<file path="src/rtl/serial_add_ctrl.sv">
// serial_add_ctrl
//   Bit-serial add/subtract controller. One 1-bit full-adder cell is reused
//   for WIDTH cycles, one bit per cycle, LSB first. The block owns operand
//   capture, carry sequencing, the bit counter, result assembly and the
//   start/busy/done handshake.
//
//   Ports
//     clk    in   system clock, all state on rising edge
//     rst_n  in   synchronous active-low reset
//     start  in   begin an operation (sampled only in IDLE or DONE)
//     sub    in   0 = a + b + cin, 1 = a - b
//     a, b   in   WIDTH-bit operands, captured with start
//     cin    in   carry-in for add, ignored for subtract
//     busy   out  high for the WIDTH cycles of an operation
//     done   out  one-cycle pulse after the result is written
//     sum    out  registered result
//     cout   out  registered final carry (for subtract: 1 = no borrow)
//     ovf    out  registered two's-complement overflow

// Shared 1-bit full-adder cell, purely combinational.
module serial_add_fa (
  input  logic x,
  input  logic y,
  input  logic ci,
  output logic s,
  output logic co
);
  assign s  = x ^ y ^ ci;
  assign co = (x & y) | (x & ci) | (y & ci);
endmodule

module serial_add_ctrl #(
  parameter int WIDTH = 8
) (
  input  logic             clk,
  input  logic             rst_n,
  input  logic             start,
  input  logic             sub,
  input  logic [WIDTH-1:0] a,
  input  logic [WIDTH-1:0] b,
  input  logic             cin,
  output logic             busy,
  output logic             done,
  output logic [WIDTH-1:0] sum,
  output logic             cout,
  output logic             ovf
);

  localparam int             CW   = $clog2(WIDTH);
  localparam int             PW   = WIDTH - 1;
  localparam logic [CW-1:0]  LAST = CW'(WIDTH - 1);

  typedef enum logic [1:0] {IDLE, RUN, DONE} state_t;

  // Operand request as seen by the serial datapath. Subtraction is folded
  // into the capture: b is inverted and the carry seeded with 1, so the
  // RUN loop only ever adds.
  typedef struct packed {
    logic [WIDTH-1:0] op_a;
    logic [WIDTH-1:0] op_b;
    logic             carry;
  } req_t;

  state_t        state, nxt;
  req_t          req;
  logic [CW-1:0] cnt;
  // Partial result holds the lower WIDTH-1 bits; the MSB is produced on the
  // completion edge and concatenated straight into sum.
  logic [PW-1:0] part;

  logic accept, last;
  logic fa_s, fa_co;

  serial_add_fa u_fa (
    .x  (req.op_a[0]),
    .y  (req.op_b[0]),
    .ci (req.carry),
    .s  (fa_s),
    .co (fa_co)
  );

  // State register
  always_ff @(posedge clk) begin
    if (!rst_n) state <= IDLE;
    else        state <= nxt;
  end

  // Next state and handshake outputs
  always_comb begin
    nxt    = state;
    busy   = 1'b0;
    done   = 1'b0;
    accept = 1'b0;
    last   = 1'b0;
    case (state)
      IDLE: begin
        if (start) begin
          accept = 1'b1;
          nxt    = RUN;
        end
      end
      RUN: begin
        busy = 1'b1;
        if (cnt == LAST) begin
          last = 1'b1;
          nxt  = DONE;
        end
      end
      DONE: begin
        done = 1'b1;
        // Back-to-back: a start seen in the done cycle is taken directly.
        if (start) begin
          accept = 1'b1;
          nxt    = RUN;
        end else begin
          nxt = IDLE;
        end
      end
      default: nxt = IDLE;
    endcase
  end

  // Datapath: operand shift registers, carry, counter, result
  always_ff @(posedge clk) begin
    if (!rst_n) begin
      req  <= '0;
      cnt  <= '0;
      part <= '0;
      sum  <= '0;
      cout <= 1'b0;
      ovf  <= 1'b0;
    end else if (accept) begin
      req.op_a  <= a;
      req.op_b  <= sub ? ~b : b;
      req.carry <= sub ? 1'b1 : cin;
      cnt       <= '0;
    end else if (state == RUN) begin
      req.op_a  <= req.op_a >> 1;
      req.op_b  <= req.op_b >> 1;
      req.carry <= fa_co;
      part      <= PW'({fa_s, part} >> 1);
      cnt       <= cnt + CW'(1);
      if (last) begin
        sum  <= {fa_s, part};
        cout <= fa_co;
        // On the MSB step the carry register is the carry into the MSB.
        ovf  <= req.carry ^ fa_co;
      end
    end
  end

endmodule

</file>
<file path="config.mk">
export PLATFORM = sky130hd
export DESIGN_NAME = serial_add_ctrl
export DESIGN_NICKNAME = d
export VERILOG_FILES = /design/src/rtl/serial_add_ctrl.sv
export SDC_FILE = /design/constraint.sdc
export NUM_CORES = 1
export LEC_CHECK = 0
export ABC_CLOCK_PERIOD_IN_PS = 3400
export BUFFER_PORTS_ARGS = -buffer_cell sky130_fd_sc_hd__buf_2
export CORE_MARGIN = 2
export CORE_UTILIZATION = 55
export CTS_CLUSTER_SIZE = 10
export DETAILED_ROUTE_END_ITERATION = 8
export PLACE_DENSITY = 0.91
export SLEW_MARGIN = 40
export SYNTH_ARGS = -nofsm -noshare
export SYNTH_HDL_FRONTEND = slang
export SYNTH_SLANG_ARGS = --single-unit
</file>
<file path="constraint.sdc">
create_clock -name clk -period 3.4 [get_ports clk]
set_input_delay 0.85 -clock clk [delete_from_list [all_inputs] [get_ports clk]]
set_output_delay 0.85 -clock clk [all_outputs]
set_load 0.02 [all_outputs]
</file>
==> run summary <==
run status: finished, final reports clean
sequential share of the synthesized area: 47.74%
vias per inst: 5.450
Port Buffer Count: 32
max_cap viols: 0
Antenna Cells: 0
Fillers: 240
cell count after synthesis: 193
# placed instances: 243
Clock Skew: 0.01036 ns
mapped cell area: 0.001635 mm^2
vias in the first global route: 1,208
TritonCTS Buffers: 5
CTS resizes: 0
final hold vios: 0
CTS Buffer Depth: 2
crit-path max FO: 28
layout cells sized above 1: 19.55%
syn nets: 217
Worst slew margin: 50.23%
post-route ant nets: 0
YS warnings: 0
critical path class: register to primary output
die height: 58.53 um
post-synthesis cell type count: 29
dpl ws: 1.368 ns
CTS tree: built
Max Clock Freq: 423.1 MHz
asr flop ratio synth: 0%
routed vias: 1,368
Worst EP required: 2.55 ns
Slew Limit Fails: 0
final WL: 3106 um
reg2reg start: state[0]
setup_tns: 0 ns
largest net degree at the start of global routing: 31
register bit total from synthesis: 39
clock period minus worst slack: 2.364 ns
clock latency on the worst-skew pair: 0.35 ns
# hold bufs at CTS: 0
row count: 19
Core Box Area: 0.002781 mm^2
Reg clk slew, reported paths: 0.12 ns
post-DP HPWL: 2079 um
number of nets in the layout: 243
first-pass GRT wire length: 5030 um
fin util: 65.95%
Startpoint Class: register
Cell Pwr Density: 528.6 mW/mm^2
initial DRC count: 67
Top FF cell, synth: dfxtp_1
RSZ-0062 raised after global routing: false
initial antenna violation count: 0
GRT Util Overall: 19.46%
# DRC: 0
Hold Startpoint: sum[5]
Root Buffer: clkbuf_4
Initial Util: 58.79%
TritonRoute pass-1 iters: 4
Setup crit end kind: primary output
fin crit share: 69.52%
fin worst setup slack: 1.036 ns
Post-Syn Area per Cell: 8.473 um^2
Tightest Pin Transition: 0.7451 ns
Pleak: 0.0007338 uW
Die Wd: 58.53 um
die area: 0.003426 mm^2
drt wl/cell: 12.37 um
HP Class: register to register
Post-synth EDFFs: 0
Critical path origin: state[0]
Final Setup Violations: 0
VDD IR max: 0.0004866 V
RD Place Congestion: 0.7248
CP arrival: 1.51 ns
CTS HTree Levels: 2
postcts setup bufs: 0
CTS sink cnt: 39
total global routing overflow: 0
Area Growth Syn to Fin: 12.17%
non-filler cells, final: 251
FF-to-FF setup slack: 1.90 ns
io pins: 33
report_power, final:
part           leakage, uW  internal [uW]  switching [uW]
Combinational     0.000363           39.4            61.0
Sequential        0.000318            478            13.8
Clock            0.0000525            229             148
state kept, by name, indices dropped and copies added (netlist names):
| signal | flops |
|---|---|
| state | 2 |
| part | 7 |
| cnt | 3 |
| ovf | 1 |
| req | 17 |
| cout | 1 |
| sum | 8 |
layout make-up:
| type | count | area, um^2 | area share, % |
|---|---|---|---|
| Clock buffer | 6 | 41.29 | 2.251 |
| Multi-Input combinational cell | 138 | 733.2 | 39.97 |
| Sequential cell | 39 | 780.7 | 42.56 |
| Clock inverter | 2 | 60.06 | 3.274 |
| Tap cell | 31 | 38.79 | 2.115 |
| Timing Repair Buffer | 33 | 167.7 | 9.141 |
| Inverter | 2 | 12.51 | 0.6821 |
metrics by stage:
step	hold slack, ns	cell area [um^2]	total power, uW
2_1_floorplan	0.4321	1635	584.9
3_3_place_gp	0.4419	1730	597.5
3_5_place_dp	0.4431	1730	600.7
4_1_cts	0.4594	1832	972.2
5_1_grt	0.4780	1834	1002
6_report	0.4575	1834	969.6
critical path, stage by stage, from the launching register on:
cell      delay [ns]
dfxtp_1         0.43
nand2b_1        0.08
buf_4           0.24
inv_6           0.20
buf_2           0.20
Yosys cell counts, types with 2 or more instances:
master	instances	share of area, %
buf_2	2	0.61
o21ai_1	2	0.61
o22ai_1	3	1.1
dfxtp_1	39	48
nand2b_1	2	0.76
nand2_1	52	12
a21oi_1	25	7.7
ha_1	2	1.5
buf_6	4	2.8
a31oi_1	7	2.7
o21ai_0	5	1.5
nand3_1	8	2.4
clkbuf_1	3	0.69
xnor2_1	2	1.1
nor2_1	4	0.92
xor2_1	8	4.3
buf_4	4	1.8
nor3_1	6	1.8
a22oi_1	5	2.3
path summary, 6_finish.rpt:
kind | cells past startpoint | endpoint
max | 4 | busy
min | 2 | sum[5]
max reg2reg | 3 | req[0]
min reg2reg | 2 | sum[5]
per-layer routing:
metal	global-route usage, %	vias to the layer above	share of wire [%]
met2	31.62	38	48
met4	10.96	0	2.2
li1	-	707	-
met3	3.956	7	5.4
met1	24.02	616	44
met5	0	-	0
logic make-up (layout without fill, tap and decap cells):
family / after synthesis / after routing / share of synthesized area, %
AND/OR/NAND/NOR: 76 / 76 / 19.74
AO/OA/AOI/OAI: 49 / 49 / 16.83
buffers and inverters: 16 / 43 / 7.574
flip-flops: 39 / 39 / 47.74
adder cells (fa/ha/maj): 3 / 3 / 2.754
XOR/XNOR: 10 / 10 / 5.356
cell usage in the layout, fill, tap and decap left out, drive strengths merged:
cell and count:
nand2 52, dfxtp 39, buf 33, a21oi 25, nand3 8, xor2 8
a31oi 7, o21ai 7, nor3 6, clkbuf 6, a22oi 5, nor2 4
o22ai 3, xnor2 2, ha 2, bufinv 2, nand2b 2, inv 2
and2b 1, and3b 1, nand3b 1, a211oi 1, nor2b 1, o21a 1
fa 1
No activity file was read; power rests on OpenSTA's default activity.
